File: config.mk
export PLATFORM = sky130hd
export DESIGN_NAME = instruction_fetch_buffer
export DESIGN_NICKNAME = d
export VERILOG_FILES = /design/src/rtl/instruction_fetch_buffer.sv
export SDC_FILE = /design/constraint.sdc
export NUM_CORES = 1
export LEC_CHECK = 0
export CAP_MARGIN = 10
export CORE_MARGIN = 3
export CORE_UTILIZATION = 57
export DETAILED_ROUTE_END_ITERATION = 6
export GPL_ROUTABILITY_DRIVEN = 0
export HOLD_SLACK_MARGIN = 0.03
export PLACE_DENSITY = 0.85
export SETUP_SLACK_MARGIN = 0.15
export SLEW_MARGIN = 40
export SYNTH_ARGS = -nofsm -noshare
export SYNTH_HDL_FRONTEND = slang
export SYNTH_SLANG_ARGS = --single-unit
File: constraint.sdc
create_clock -name clk -period 10.1 [get_ports clk]
set_input_delay 3.03 -clock clk [delete_from_list [all_inputs] [get_ports clk]]
set_output_delay 3.03 -clock clk [all_outputs]
set_load 0.02 [all_outputs]
File: src/rtl/instruction_fetch_buffer.sv
// Prefetching instruction-fetch stage for the SAYEH CPU.
// Reads 16-bit words starting at fetch_addr over the read_mem/mem_data_ready
// handshake and queues {word, address} pairs in a DEPTH-entry FIFO. The head
// entry is presented on ir_out/ir_addr with ir_valid; ir_ack pops it. flush
// drops all queued and in-flight data and restarts fetching at pc_in.
// Optional build macro FETCH_TIMEOUT_EN adds the TIMEOUT_CYCLES parameter,
// a wait counter that abandons a stalled read, and the sticky fetch_err flag.

module instruction_fetch_buffer #(
    parameter int DEPTH = 2
`ifdef FETCH_TIMEOUT_EN
    ,
    parameter int TIMEOUT_CYCLES = 255
`endif
) (
    input  logic        clk,
    input  logic        reset,
    input  logic [15:0] pc_in,
    input  logic        flush,
    output logic [15:0] addr_bus,
    output logic        read_mem,
    input  logic        mem_data_ready,
    input  logic [15:0] data_bus,
    output logic [15:0] ir_out,
    output logic [15:0] ir_addr,
    output logic        ir_valid,
    input  logic        ir_ack
`ifdef FETCH_TIMEOUT_EN
    ,
    output logic        fetch_err
`endif
);

    // DEPTH is a power of two, so pointers wrap naturally at PTR_W bits.
    localparam int PTR_W = (DEPTH > 1) ? $clog2(DEPTH) : 1;
    localparam int CNT_W = $clog2(DEPTH + 1);
    localparam logic [CNT_W-1:0] FULL_COUNT = CNT_W'(DEPTH);

    typedef enum logic {
        IDLE  = 1'b0,
        FETCH = 1'b1
    } state_t;

    // ------------------------------------------------------------------
    // State
    // ------------------------------------------------------------------
    state_t             r_state;
    logic               r_read_mem;
    logic [15:0]        r_fetch_addr;

    logic [15:0]        r_data_mem [DEPTH];
    logic [15:0]        r_addr_mem [DEPTH];
    logic [PTR_W-1:0]   r_wr_ptr;
    logic [PTR_W-1:0]   r_rd_ptr;
    logic [CNT_W-1:0]   r_count;

    logic [15:0]        r_ir_out;
    logic [15:0]        r_ir_addr;

    // ------------------------------------------------------------------
    // Combinational decisions
    // ------------------------------------------------------------------
    state_t             w_next_state;
    logic               w_push;
    logic               w_pop;
    logic               w_timeout;
    logic [CNT_W-1:0]   w_next_count;
    logic [PTR_W-1:0]   w_next_rd_ptr;
    logic [15:0]        w_next_head_data;
    logic [15:0]        w_next_head_addr;

    // A completed read is accepted only in FETCH and never in a flush cycle.
    assign w_push = (r_state == FETCH) && mem_data_ready && !flush;
    // ir_ack is ignored on an empty FIFO and in a flush cycle.
    assign w_pop  = ir_ack && (r_count != '0) && !flush;

`ifdef FETCH_TIMEOUT_EN
    localparam int WAIT_W = $clog2(TIMEOUT_CYCLES + 1);
    localparam logic [WAIT_W-1:0] WAIT_LAST = WAIT_W'(TIMEOUT_CYCLES - 1);

    logic [WAIT_W-1:0] r_wait_cnt;
    logic              r_fetch_err;

    // Expires on the waiting cycle that would bring the count to TIMEOUT_CYCLES.
    assign w_timeout = (r_state == FETCH) && !mem_data_ready && (r_wait_cnt == WAIT_LAST);

    // Wait counter restarts for every request; fetch_err is sticky until reset.
    always_ff @(posedge clk) begin
        if (reset) begin
            r_wait_cnt  <= '0;
            r_fetch_err <= 1'b0;
        end else begin
            if (r_state == IDLE) begin
                r_wait_cnt <= '0;
            end else if (!mem_data_ready) begin
                r_wait_cnt <= r_wait_cnt + 1'b1;
            end
            if (w_timeout && !flush) begin
                r_fetch_err <= 1'b1;
            end
        end
    end

    assign fetch_err = r_fetch_err;
`else
    assign w_timeout = 1'b0;
`endif

    // Next-state logic: flush forces IDLE, otherwise request when there is room.
    always_comb begin
        // NOTE: every combinational output gets a default first, so no path leaves it unassigned and no latch is inferred.
        w_next_state = r_state;
        if (flush) begin
            w_next_state = IDLE;
        end else begin
            case (r_state)
                IDLE: begin
                    if (r_count < FULL_COUNT) begin
                        w_next_state = FETCH;
                    end
                end
                FETCH: begin
                    if (mem_data_ready || w_timeout) begin
                        w_next_state = IDLE;
                    end
                end
                default: w_next_state = IDLE;
            endcase
        end
    end

    // Occupancy after this edge.
    always_comb begin
        w_next_count = r_count;
        if (flush) begin
            w_next_count = '0;
        end else begin
            case ({w_push, w_pop})
                2'b10:   w_next_count = r_count + 1'b1;
                2'b01:   w_next_count = r_count - 1'b1;
                default: w_next_count = r_count;
            endcase
        end
    end

    // Head entry after this edge; a push into the slot that becomes the head
    // is forwarded directly since the storage write lands at the same edge.
    always_comb begin
        w_next_rd_ptr    = w_pop ? r_rd_ptr + 1'b1 : r_rd_ptr;
        w_next_head_data = r_data_mem[w_next_rd_ptr];
        w_next_head_addr = r_addr_mem[w_next_rd_ptr];
        if (w_push && (w_next_rd_ptr == r_wr_ptr)) begin
            w_next_head_data = data_bus;
            w_next_head_addr = r_fetch_addr;
        end
    end

    // ------------------------------------------------------------------
    // Sequential logic
    // ------------------------------------------------------------------

    // FSM state register; read_mem is registered and high exactly in FETCH.
    always_ff @(posedge clk) begin
        // NOTE: sequential state uses non-blocking assignments so every register samples pre-edge values.
        if (reset) begin
            r_state    <= IDLE;
            r_read_mem <= 1'b0;
        end else begin
            r_state    <= w_next_state;
            r_read_mem <= (w_next_state == FETCH);
        end
    end

    // Fetch address: redirected by flush, advanced (mod 2^16) on each accepted word.
    always_ff @(posedge clk) begin
        if (reset) begin
            r_fetch_addr <= 16'h0000;
        end else if (flush) begin
            r_fetch_addr <= pc_in;
        end else if (w_push) begin
            r_fetch_addr <= r_fetch_addr + 16'h0001;
        end
    end

    // FIFO pointers and occupancy.
    always_ff @(posedge clk) begin
        if (reset || flush) begin
            r_wr_ptr <= '0;
            r_rd_ptr <= '0;
            r_count  <= '0;
        end else begin
            if (w_push) begin
                r_wr_ptr <= r_wr_ptr + 1'b1;
            end
            r_rd_ptr <= w_next_rd_ptr;
            r_count  <= w_next_count;
        end
    end

    // FIFO storage write.
    always_ff @(posedge clk) begin
        // NOTE: storage is deliberately not reset; r_count alone decides which entries are valid.
        if (w_push) begin
            r_data_mem[r_wr_ptr] <= data_bus;
            r_addr_mem[r_wr_ptr] <= r_fetch_addr;
        end
    end

    // Head output registers: follow the head while non-empty, hold otherwise.
    always_ff @(posedge clk) begin
        if (reset) begin
            r_ir_out  <= 16'h0000;
            r_ir_addr <= 16'h0000;
        end else if (!flush && (w_next_count != '0)) begin
            r_ir_out  <= w_next_head_data;
            r_ir_addr <= w_next_head_addr;
        end
    end

    // ------------------------------------------------------------------
    // Outputs
    // ------------------------------------------------------------------
    assign addr_bus = r_fetch_addr;
    assign read_mem = r_read_mem;
    assign ir_out   = r_ir_out;
    assign ir_addr  = r_ir_addr;
    assign ir_valid = (r_count != '0);

endmodule

==> impl_metrics.json <==
{
  "syn_inst": 432,
  "syn-cell-area_sq_um": 4960,
  "fin_hold_ws_ns": 0.466,
  "synth_xor_area_share_pct": 3.18,
  "synth_adder_area_share_pct": 0.504,
  "hpwl_microns": 7310,
  "cp_num_buf_inv": 2,
  "route.detailed.drc": 0,
  "critPathKind": "input pin to register",
  "cts_hold_buffers": 0,
  "synth_top_area_cell": "edfxtp_1",
  "cts_num_sinks": 117,
  "die-area_sq_um": 9860,
  "tns_ns": 0,
  "setup_viol": 0,
  "root_buffer": "clkbuf_8",
  "synth_nets": 471,
  "synth_area_leaders": "edfxtp_1 39%, dfxtp_1 21%, nand3_1 6.9%, a32o_1 6.5%, a21o_1 4.8%",
  "worstPathRequired_ns": 10.50,
  "cpLargestDelayFamily": "simple AND/OR/NAND/NOR gates",
  "antenna_found_initial": 0,
  "h-tree-depth": 4,
  "clk_latency_ns": 0.52,
  "wl_per_cell_microns": 20.1,
  "syn2layout_area_growth_pct": 32.0,
  "syn_avg_cell_area_sq_um": 11.5,
  "min_period_ns": 5.51,
  "startpoint_type": "input pin",
  "powerDensity_nw_per_um2": 187,
  "synth_top_family_by_area": "compound AO/OA/AOI/OAI gates",
  "core_sq_um": 8340,
  "grt_pass1_wl_microns": 20400,
  "die_w_microns": 99.3,
  "ys_seq_elements": 117,
  "drive_gt1_share_pct": 9.37,
  "antenna_left": 0,
  "maxCapViolCount": 0,
  "post_cts_buffers": 0,
  "cp-end-kind": "register",
  "max_slew_margin_pct": 49.6,
  "cts.path.max_buffers": 2,
  "floorplan.initialDensity_pct": 59.5,
  "fill_cells": 490,
  "rows": 33,
  "fin_util_pct": 78.5,
  "port_buffers": 86,
  "antennaDiodeCount": 0,
  "fmax_mhz": 181,
  "ys_seq_area_share_pct": 60.1,
  "status": "finished clean",
  "final_cell_area_sq_um": 6550,
  "skew_ns": 0.0121,
  "synth-simple-area-share_pct": 13.1,
  "synth_compound_area_share_pct": 18.3,
  "ys_warn_count": 0,
  "maxSlewViolCount": 0,
  "synth_mux_area_share_pct": 0.807,
  "finalCritPeriodShare_pct": 54.6,
  "cts_buffers": 17,
  "vdd_ir_drop_max_uv": 116,
  "drt-initial-drc-count": 338,
  "critPathSlowestCell": "nand3_2",
  "place_area_sq_um": 5900,
  "crit_path_cell_trace": "clkdlybuf4s50_1, nand3b_1, nor2_4, nand3_2, buf_4, a21o_1, a32o_1",
  "nets": 549,
  "cts_tree": "yes",
  "first_global_vias": 4142,
  "leakage_nw": 2.39,
  "synth_cell_types": 37,
  "worstMarginPinSlew_ns": 0.756,
  "crit_path_max_fanout": 33,
  "netlist.area_leader.share_pct": 38.7,
  "track_usage_pct": 26.5,
  "ctsResizeCount": 0,
  "rsz0062_at_grt": "false",
  "dr_total_vias": 4055,
  "grt_max_degree": 66,
  "critical_path.max_stage_delay_ns": 0.63,
  "hold_viol": 0,
  "die_h_microns": 99.3,
  "pin_count": 87,
  "viasPerCell": 6.46,
  "worstPathArrival_ns": 5.92,
  "clk_pin_slew_ns": 0.06,
  "power_w": 0.00123,
  "finalWirelength_microns": 12600,
  "overflow": 0,
  "firstDrtPassIters": 5,
  "hold_class": "register to register"
}
cell usage after synthesis, drive strengths merged:
cell type and number:
nand3 69, nand2 8, a32o 32, inv 8, nor3 4, xor2 7
nand2b 1, nand3b 1, a22o 1, and4 3, edfxtp 64, o21ai 4
a21oi 12, nand4 4, xnor2 11, buf 13, or3 2, and3 3
or2 1, nor2b 7, a21o 32, nor2 22, mux2i 4, clkbuf 24
o22ai 32, dfxtp 53, o21a 7, nor3b 1, ha 2
where the power goes:
group	internal (W)	switching, W
Combinational	0.0000372	0.0000367
Sequential	0.000512	0.0000130
Clock	0.000424	0.000204
Total	0.000974	0.000253
metal layers:
metal / vias up / track usage, % / wire length (microns)
met3: 38 / 7.36 / 1130
li1: 1816 / - / -
met4: 0 / 12.3 / 313
met1: 1972 / 32.1 / 4890
met2: 229 / 44.0 / 6280
met5: - / 0 / 0
worst reg2reg max path: stages (launching register included):
cell and delay (ns):
dfxtp_1 0.46, nand3b_1 0.27, nor2_4 0.45, nand3_2 0.64, buf_4 0.49, a21o_1 0.22, a32o_1 0.26
cell type report:
| cell class | instances | area [sq um] | share of cell area (%) |
|---|---|---|---|
| Clock buffer | 25 | 517 | 7.89 |
| Multi-Input combinational cell | 270 | 1820 | 27.7 |
| Timing Repair Buffer | 96 | 958 | 14.6 |
| Inverter | 8 | 30.0 | 0.459 |
| Tap cell | 105 | 131 | 2.01 |
| Sequential cell | 117 | 2980 | 45.6 |
| Clock inverter | 7 | 113 | 1.72 |
sequential cells by signal, indices dropped and copies added (netlist names):
signal,flops
r_rd_ptr,1
read_mem,1
ir_out,16
addr_bus,16
r_count,2
ir_addr,16
r_wr_ptr,1
r_data_mem,32
r_addr_mem,32
path summary, 6_finish.rpt:
check             depth (start not counted)  slack [ns]            from         end
setup / recovery                          7        4.59  mem_data_ready  ir_addr[2]
setup reg to reg                          6        7.21        read_mem  ir_addr[2]
hold / removal                            1        0.47      ir_out[10]  ir_out[10]
hold reg to reg                           1        0.47      ir_out[10]  ir_out[10]
cell families (layout without fill, tap and decap cells):
logic type                 Yosys count  count (layout)
DFF                                117             117
and+or+nand+nor                    126             126
AOI/OAI and AO/OA                  120             120
xor gates and xnor gates            18              18
buffers and inverters               45             136
adders and majority gates            2               2
muxes                                4               4
stage by stage:
stage          instances  worst slack, ns
5_1_grt              628             4.37
3_3_place_gp         594             2.99
3_5_place_dp         595             3.85
2_1_floorplan        432             4.21
4_1_cts              627             4.32
6_report             628             4.59
placed cells by master (no fill, tap or decap), types with 2 or more instances in the layout:
| master | Yosys | layout |
|---|---|---|
| mux2i_1 | 4 | 4 |
| clkbuf_16 | 0 | 18 |
| a21oi_1 | 12 | 12 |
| xor2_1 | 7 | 7 |
| buf_4 | 6 | 8 |
| and3_1 | 3 | 3 |
| clkdlybuf4s50_1 | 0 | 85 |
| o22ai_1 | 32 | 32 |
| edfxtp_1 | 64 | 64 |
| clkbuf_1 | 24 | 3 |
| nand3_1 | 68 | 68 |
| nand4_1 | 4 | 4 |
| inv_1 | 8 | 8 |
| o21ai_0 | 2 | 2 |
| nor2_2 | 1 | 2 |
| nor2_1 | 20 | 17 |
| xnor2_1 | 11 | 11 |
| clkbuf_8 | 0 | 4 |
| nor3_1 | 3 | 3 |
| or3_1 | 2 | 2 |
| bufinv_16 | 0 | 3 |
| dfxtp_1 | 53 | 53 |
| ha_1 | 2 | 2 |
| and4_1 | 3 | 3 |
| nor2_4 | 1 | 3 |
| nor2b_1 | 7 | 7 |
| nand2_1 | 8 | 8 |
| clkinv_2 | 0 | 2 |
| o21a_1 | 7 | 7 |
| a21o_1 | 32 | 32 |
| a32o_1 | 32 | 32 |
Note: power is estimated with default switching activity, not from simulation.
